--- src/rtl/alu_arbiter_pkg.sv ---
// Shared definitions for the ALU arbiter: opcodes, flag bit positions and FSM states.
package alu_arbiter_pkg;

    localparam logic [3:0] OP_ADD = 4'd0;
    localparam logic [3:0] OP_SUB = 4'd1;
    localparam logic [3:0] OP_AND = 4'd2;
    localparam logic [3:0] OP_OR  = 4'd3;
    localparam logic [3:0] OP_XOR = 4'd4;
    localparam logic [3:0] OP_SLL = 4'd8;
    localparam logic [3:0] OP_SLR = 4'd9;
    localparam logic [3:0] OP_SRL = 4'd10;
    localparam logic [3:0] OP_SRA = 4'd11;
    localparam logic [3:0] OP_NON = 4'd15;

    localparam int FLG_S = 3;
    localparam int FLG_Z = 2;
    localparam int FLG_C = 1;
    localparam int FLG_V = 0;

    typedef enum logic [1:0] {
        ST_IDLE = 2'd0,
        ST_EXEC = 2'd1,
        ST_RESP = 2'd2
    } arb_state_t;

    function automatic int idx_width(input int n);
        return (n > 1) ? $clog2(n) : 1;
    endfunction

endpackage

--- src/rtl/alu_arbiter_if.sv ---
// Requester-side bus of the ALU arbiter: request and response handshakes for NREQ requesters.
// req_lock exists only when ALU_ARB_LOCK_EN is defined.
interface alu_arbiter_if #(
    parameter int NREQ   = 2,
    parameter int DATA_W = 16,
    parameter int OP_W   = 4
);
    logic [NREQ-1:0]        req_valid;
    logic [NREQ-1:0]        req_ready;
    logic [NREQ*DATA_W-1:0] req_a;
    logic [NREQ*DATA_W-1:0] req_b;
    logic [NREQ*OP_W-1:0]   req_op;
`ifdef ALU_ARB_LOCK_EN
    logic [NREQ-1:0]        req_lock;
`endif
    logic [NREQ-1:0]        rsp_valid;
    logic [NREQ-1:0]        rsp_ready;
    logic [DATA_W-1:0]      rsp_data;
    logic [3:0]             rsp_flag;

    modport master (
`ifdef ALU_ARB_LOCK_EN
        output req_lock,
`endif
        output req_valid, req_a, req_b, req_op, rsp_ready,
        input  req_ready, rsp_valid, rsp_data, rsp_flag
    );

    modport slave (
`ifdef ALU_ARB_LOCK_EN
        input  req_lock,
`endif
        input  req_valid, req_a, req_b, req_op, rsp_ready,
        output req_ready, rsp_valid, rsp_data, rsp_flag
    );

endinterface

--- src/rtl/alu_rr_pick.sv ---
// Combinational round-robin pick: first valid index after 'last', wrapping modulo NREQ.
module alu_rr_pick
    import alu_arbiter_pkg::*;
#(
    parameter int NREQ = 2,
    parameter int IDX_W = idx_width(NREQ)
) (
    input  logic [NREQ-1:0]  valid,
    input  logic [IDX_W-1:0] last,
    output logic [NREQ-1:0]  grant,
    output logic [IDX_W-1:0] idx,
    output logic             any
);

    int unsigned cand;

    // Scan from the farthest offset down so the nearest valid requester wins.
    always_comb begin
        grant = '0;
        idx   = '0;
        cand  = 0;
        any   = |valid;
        for (int unsigned off = NREQ; off >= 1; off--) begin
            cand = (32'(last) + off) % NREQ;
            if (valid[cand[IDX_W-1:0]]) begin
                grant                   = '0;
                grant[cand[IDX_W-1:0]]  = 1'b1;
                idx                     = cand[IDX_W-1:0];
            end
        end
    end

endmodule

--- src/rtl/alu_arbiter.sv ---
// Shares one combinational ALU between NREQ requesters: round-robin admit, registered operands/result.
// Optional grant locking is enabled with the ALU_ARB_LOCK_EN macro.
module alu_arbiter
    import alu_arbiter_pkg::*;
#(
    parameter int NREQ   = 2,
    parameter int DATA_W = 16,
    parameter int OP_W   = 4
) (
    input  logic              clk,
    input  logic              rst_n,
    alu_arbiter_if.slave      bus,
    output logic [DATA_W-1:0] alu_a,
    output logic [DATA_W-1:0] alu_b,
    output logic [OP_W-1:0]   alu_s,
    input  logic [DATA_W-1:0] alu_res,
    input  logic [3:0]        alu_flag
);

    localparam int IDX_W = idx_width(NREQ);

    arb_state_t        state;
    logic [IDX_W-1:0]  last;
    logic [NREQ-1:0]   pick_grant;
    logic [NREQ-1:0]   last_oh;
    logic [IDX_W-1:0]  pick_idx;
    logic [IDX_W-1:0]  sel_idx;
    logic              pick_any;
    logic              lock_go;
    logic [DATA_W-1:0] sel_a;
    logic [DATA_W-1:0] sel_b;
    logic [OP_W-1:0]   sel_op;

    alu_rr_pick #(
        .NREQ  (NREQ),
        .IDX_W (IDX_W)
    ) u_pick (
        .valid (bus.req_valid),
        .last  (last),
        .grant (pick_grant),
        .idx   (pick_idx),
        .any   (pick_any)
    );

    // 'last' doubles as the current grant index once an op has been admitted.
    always_comb begin
        last_oh       = '0;
        last_oh[last] = 1'b1;
    end

    always_comb begin
        lock_go = 1'b0;
`ifdef ALU_ARB_LOCK_EN
        lock_go = (state == ST_RESP) && bus.rsp_ready[last]
                  && bus.req_lock[last] && bus.req_valid[last];
`endif
    end

    always_comb begin
        bus.req_ready = '0;
        if (state == ST_IDLE && pick_any) begin
            bus.req_ready = pick_grant;
        end else if (lock_go) begin
            bus.req_ready = last_oh;
        end
    end

    always_comb begin
        sel_idx = (state == ST_IDLE) ? pick_idx : last;
        sel_a   = '0;
        sel_b   = '0;
        sel_op  = '0;
        for (int unsigned i = 0; i < NREQ; i++) begin
            if (sel_idx == IDX_W'(i)) begin
                sel_a  = bus.req_a[i*DATA_W +: DATA_W];
                sel_b  = bus.req_b[i*DATA_W +: DATA_W];
                sel_op = bus.req_op[i*OP_W +: OP_W];
            end
        end
    end

    always_ff @(posedge clk or negedge rst_n) begin
        if (!rst_n) begin
            state         <= ST_IDLE;
            last          <= IDX_W'(NREQ - 1);
            alu_a         <= '0;
            alu_b         <= '0;
            alu_s         <= OP_NON;
            bus.rsp_valid <= '0;
            bus.rsp_data  <= '0;
            bus.rsp_flag  <= '0;
        end else begin
            case (state)
                ST_IDLE: begin
                    if (pick_any) begin
                        alu_a <= sel_a;
                        alu_b <= sel_b;
                        alu_s <= sel_op;
                        last  <= pick_idx;
                        state <= ST_EXEC;
                    end
                end
                ST_EXEC: begin
                    // NON leaves the ALU flags stale, so the response is forced to zero.
                    if (alu_s == OP_NON) begin
                        bus.rsp_data <= '0;
                        bus.rsp_flag <= '0;
                    end else begin
                        bus.rsp_data <= alu_res;
                        bus.rsp_flag <= alu_flag;
                    end
                    alu_s         <= OP_NON;
                    bus.rsp_valid <= last_oh;
                    state         <= ST_RESP;
                end
                ST_RESP: begin
                    if (bus.rsp_ready[last]) begin
                        bus.rsp_valid <= '0;
                        if (lock_go) begin
                            alu_a <= sel_a;
                            alu_b <= sel_b;
                            alu_s <= sel_op;
                            state <= ST_EXEC;
                        end else begin
                            state <= ST_IDLE;
                        end
                    end
                end
                default: begin
                    state         <= ST_IDLE;
                    alu_s         <= OP_NON;
                    bus.rsp_valid <= '0;
                end
            endcase
        end
    end

endmodule

--- src/flat_wrapper.sv ---
// flat-port wrapper written by rule: the top's interface ports become plain ports
module alu_arbiter_flat import alu_arbiter_pkg::*;
#(
    parameter int NREQ   = 2,
    parameter int DATA_W = 16,
    parameter int OP_W   = 4
)
  (clk, rst_n, alu_a, alu_b, alu_s, alu_res, alu_flag, bus_req_valid, bus_req_a, bus_req_b, bus_req_op, bus_rsp_ready, bus_req_ready, bus_rsp_valid, bus_rsp_data, bus_rsp_flag);
  alu_arbiter_if #(.NREQ(NREQ), .DATA_W(DATA_W), .OP_W(OP_W)) bus_i ();
  input  logic clk;
  input  logic rst_n;
  output logic [DATA_W-1:0] alu_a;
  output logic [DATA_W-1:0] alu_b;
  output logic [OP_W-1:0] alu_s;
  input  logic [DATA_W-1:0] alu_res;
  input  logic [3:0] alu_flag;
  input wire logic [$bits(bus_i.req_valid)-1:0] bus_req_valid;
  input wire logic [$bits(bus_i.req_a)-1:0] bus_req_a;
  input wire logic [$bits(bus_i.req_b)-1:0] bus_req_b;
  input wire logic [$bits(bus_i.req_op)-1:0] bus_req_op;
  input wire logic [$bits(bus_i.rsp_ready)-1:0] bus_rsp_ready;
  output wire logic [$bits(bus_i.req_ready)-1:0] bus_req_ready;
  output wire logic [$bits(bus_i.rsp_valid)-1:0] bus_rsp_valid;
  output wire logic [$bits(bus_i.rsp_data)-1:0] bus_rsp_data;
  output wire logic [$bits(bus_i.rsp_flag)-1:0] bus_rsp_flag;
  assign bus_i.req_valid = bus_req_valid;
  assign bus_i.req_a = bus_req_a;
  assign bus_i.req_b = bus_req_b;
  assign bus_i.req_op = bus_req_op;
  assign bus_i.rsp_ready = bus_rsp_ready;
  assign bus_req_ready = bus_i.req_ready;
  assign bus_rsp_valid = bus_i.rsp_valid;
  assign bus_rsp_data = bus_i.rsp_data;
  assign bus_rsp_flag = bus_i.rsp_flag;
  alu_arbiter #(.NREQ(NREQ), .DATA_W(DATA_W), .OP_W(OP_W)) u_core (.clk(clk), .rst_n(rst_n), .bus(bus_i), .alu_a(alu_a), .alu_b(alu_b), .alu_s(alu_s), .alu_res(alu_res), .alu_flag(alu_flag));
endmodule
--- config.mk ---
export PLATFORM = sky130hd
export DESIGN_NAME = alu_arbiter_flat
export DESIGN_NICKNAME = d
export VERILOG_FILES = /design/src/rtl/alu_arbiter_pkg.sv /design/src/rtl/alu_arbiter_if.sv /design/src/rtl/alu_rr_pick.sv /design/src/rtl/alu_arbiter.sv /design/src/flat_wrapper.sv
export SDC_FILE = /design/constraint.sdc
export NUM_CORES = 1
export LEC_CHECK = 0
export ABC_CLOCK_PERIOD_IN_PS = 1500
export CAP_MARGIN = 20
export CORE_MARGIN = 2
export CORE_UTILIZATION = 36
export DETAILED_ROUTE_END_ITERATION = 7
export MAX_ROUTING_LAYER = met4
export PLACE_DENSITY_LB_ADDON = 0.08
export SYNTH_ARGS = -nofsm -noshare
export SYNTH_HDL_FRONTEND = slang
export SYNTH_SLANG_ARGS = --single-unit
--- constraint.sdc ---
create_clock -name clk -period 1.5 [get_ports clk]
set_input_delay 0.15 -clock clk [delete_from_list [all_inputs] [get_ports clk]]
set_output_delay 0.15 -clock clk [all_outputs]
set_load 0.01 [all_outputs]
==> results of run 1 <==
[power by group through the flow]
stage          sequential, mW  clock (mW)  combinational (mW)
3_5_place_dp             2.97           0                5.40
2_1_floorplan            3.28           0                2.59
4_1_cts                  2.95        1.73                5.39
6_report                 2.94        1.68                5.33
5_1_grt                  3.04        1.81                5.76
3_3_place_gp             2.93           0                5.35
[cells in the final DEF (no fill, tap or decap), drive strengths merged, types with 2 or more instances in the layout]
master           n
clkdlybuf4s50  150
nand2           74
dfrtp           56
a21oi           36
a31oi           33
buf             25
a22o            20
clkbuf          12
inv              9
dfstp            5
a32oi            4
dlygate4sd2      4
nand2b           3
o21ai            2
bufinv           2
[cell families (layout without fill, tap and decap cells)]
kind of cell / count (synthesis) / after routing
flops: 61 / 61
mux: 1 / 1
buf+inv: 31 / 205
compound gates: 101 / 101
simple gates: 82 / 82
[registers in the layout, summed over array words and instances (netlist names)]
signal,cells
u_core.alu_a,16
u_core.alu_b,16
u_core.bus.rsp_data,16
u_core.alu_s,4
u_core.bus.rsp_flag,4
u_core.bus.rsp_valid,2
u_core.state,2
u_core.last,1
[metrics by stage]
step           power [mW]  hold slack, ps
2_1_floorplan       5.867          -145.6
3_3_place_gp        8.281           188.8
3_5_place_dp        8.376           186.9
4_1_cts             10.07           342.4
5_1_grt             10.61           373.7
6_report            9.958           353.9
[repair_timing]
| action | in CTS | in global routing |
|---|---|---|
| buffers inserted | 0 | 0 |
| gates resized for setup | 9 | 5 |
| gates cloned | 0 | 0 |
| pin swaps | 0 | 0 |
| hold endpoints to repair | 56 | 0 |
| hold buffers | 1 | 0 |
| setup endpoints to repair | 13 | 26 |
[worst paths after layout]
path,start,to,cells past startpoint
setup / recovery,u_core.bus.rsp_valid[1],bus_rsp_valid[1],1
hold / removal,rst_n,u_core.bus.rsp_data[10],3
setup reg to reg,u_core.state[0],u_core.bus.rsp_valid[1],6
hold reg to reg,u_core.alu_s[1],u_core.alu_s[1],2
max in group asynchronous,rst_n,u_core.alu_s[3],3
min in group clk,bus_req_op[5],u_core.alu_s[1],3
[layout make-up]
type	instances	area share [%]
clock inverters	5	1.594
repair buffers	181	35.69
well taps	105	2.575
multi-input cells	184	26.54
inverters	8	0.5887
clock buffers	11	2.968
flip-flops and latches	61	30.05
[routing by layer]
metal | part of all wire (%) | vias to the layer above
met5 | 0 | -
met4 | 0.99 | 0
met3 | 9.0 | 10
met2 | 49 | 110
met1 | 41 | 1322
li1 | - | 1319
[synth_stat cells (2+ instances only)]
master    count  area [um2]
a21oi_1      36       180.2
a22o_1       20       175.2
a31oi_1       4       25.02
a31oi_2      10       125.1
a31oi_4      19       404.1
a32oi_1       4       35.03
buf_12        2       40.04
buf_2        10       50.05
buf_6         2       22.52
clkbuf_1      8       30.03
dfrtp_1      56        1401
dfstp_2       5       131.4
inv_1         8       30.03
nand2_1      74       277.8
nand2b_1      3       18.77
o21ai_0       2       10.01
[worst reg2reg max path, cell delays in order (launching register included)]
cell and delay, ps:
dfrtp_1 400, buf_4 140, buf_4 140, nand2b_1 120, buf_4 200, o21ai_0 100
a32o_1 210
==> results.py, run 1 <==
metrics = {
    "pwr": {
        "leakage_nw": 2.067,
        "power_frac_clock_pct": 16.9,
        "p_int_mw": 6.412,
        "sequentialPowerShare_pct": 29.6,
        "switching_share_pct": 35.61,
        "pwr-share-comb_pct": 53.5,
        "ir_worst_vdd_mv": 0.8772,
        "p_switching_mw": 3.546,
        "powerDensity_mw_per_mm2": 1952,
    },
    "worst_setup_path": {
        "max_stage_delay_ps": 550,
        "end_kind": "primary output",
        "crit_buf_inv": 1,
        "crit_chain": "clkdlybuf4s50_1",
        "worstSetupPathType": "reg2out",
        "path_max_fanout": 3,
        "rrSetupSlack_ps": 100,
        "critPathTopFamily": "buffers and inverters",
        "worstPathRequired_ps": 1350,
        "critical_path_arrival_ps": 1270,
        "slowest_stage": "clkdlybuf4s50_1",
        "cp-start-kind": "flop",
    },
    "floorplan": {
        "die_y_um": 96.19,
        "pin_count": 158,
        "dieArea_mm2": 0.009252,
        "core_mm2": 0.008217,
        "start_util_pct": 37.23,
        "rows": 33,
        "die_w_um": 96.19,
    },
    "global_route": {
        "top_usage_layer": "met2",
        "grt_use_met2_pct": 30.73,
        "grt_util_all_layers_pct": 19.06,
        "grt_pass1_wl_um": 13100,
        "antenna_found_initial": 0,
        "grt_overflow": 0,
        "grt_use_met1_pct": 22.75,
        "grt_max_degree": 62,
        "gr-usage-met3_pct": 5.951,
        "grt_pass1_vias": 2714,
    },
    "sta": {
        "hold_viol_final": 0,
        "report.final.slew_viol_count": 0,
        "slew_headroom_pct": 78.23,
        "fmax_mhz": 702.5,
        "period_share_pct": 94.90,
        "clock_skew_ps": 8.479,
        "tns_ps": 0,
        "worst_pin_slew_ps": 326.6,
        "layout_min_cycle_time_ps": 1424,
        "finalSetupViolCount": 0,
        "setup_ws_ps": 76.46,
        "rsz0062_at_grt": "no",
    },
    "logic_synthesis": {
        "ys.flop_type": "dfrtp_1",
        "synthAdderAreaFrac_pct": 0,
        "synthMuxAreaShare_pct": 0.3272,
        "syn-num-nets": 374,
        "synth_cells": 276,
        "ys_seq_area_share_pct": 50.10,
        "synth_top_family_by_area": "compound AO/OA/AOI/OAI gates",
        "synth_area_mm2": 0.003059,
        "synth_seq_cells": 61,
        "synthXorXnorAreaFrac_pct": 0,
        "synth-compound-area-share_pct": 32.97,
        "synthSimpleGateAreaFrac_pct": 10.72,
        "synth.distinct_cells": 29,
        "syn_avg_cell_area_um2": 11.08,
        "synth_edf_count": 0,
        "synthArstFlopShare_pct": 100.0,
        "ys_warn_count": 0,
    },
    "min_path": {
        "hold_class": "in2async",
    },
    "place": {
        "port_buffers": 157,
        "post-place-cells": 538,
        "place_ws_ps": -212.2,
        "place.detailed.hpwl_um": 6083,
        "dpl_cell_area_mm2": 0.004862,
        "gp_congestion": 0.7606,
    },
    "routing": {
        "vias": 2761,
        "via_per_inst": 4.975,
        "firstDrtPassIters": 4,
        "routedWlPerCell_um": 15.34,
        "drtIter0Drc": 91,
        "drc": 0,
        "final_antenna_net_count": 0,
        "totalWireLength_um": 8514,
    },
    "cts": {
        "clk_pin_slew_worst_paths_ps": 70,
        "worstSkewPairLatency_ps": 330,
        "cts.path.max_buffers": 2,
        "ctsHtreeMaxLevel": 3,
        "tritoncts": "yes",
        "clock_sinks": 61,
        "root_buffer": "clkbuf_8",
        "numCtsBuffers": 9,
    },
    "final_layout": {
        "antenna_cells": 0,
        "multi_input_area_mm2": 0.001354,
        "instances_no_fill": 555,
        "fill_cells": 704,
        "syn_to_final_growth_pct": 66.75,
        "final_area_mm2": 0.005101,
        "drive_gt1_share_pct": 17.78,
        "nets": 543,
        "post-route-util_pct": 62.08,
        "regArea_mm2": 0.001533,
    },
    "run": {
        "maxCapViolCount": 0,
    },
    "outcome": {
        "status": "finished, final reports clean",
    },
}
Note: power is estimated with default switching activity, not from simulation.
==> run 2: changes to the inputs <==
--- a/config.mk
+++ b/config.mk
@@ -9,6 +9,7 @@
 export CAP_MARGIN = 20
 export CORE_MARGIN = 2
 export CORE_UTILIZATION = 36
+export CTS_CLUSTER_DIAMETER = 120
 export DETAILED_ROUTE_END_ITERATION = 7
 export MAX_ROUTING_LAYER = met4
 export PLACE_DENSITY_LB_ADDON = 0.08
==> results of run 2 <==
The final DEF is identical to that of run 1; final timing and power are the same.
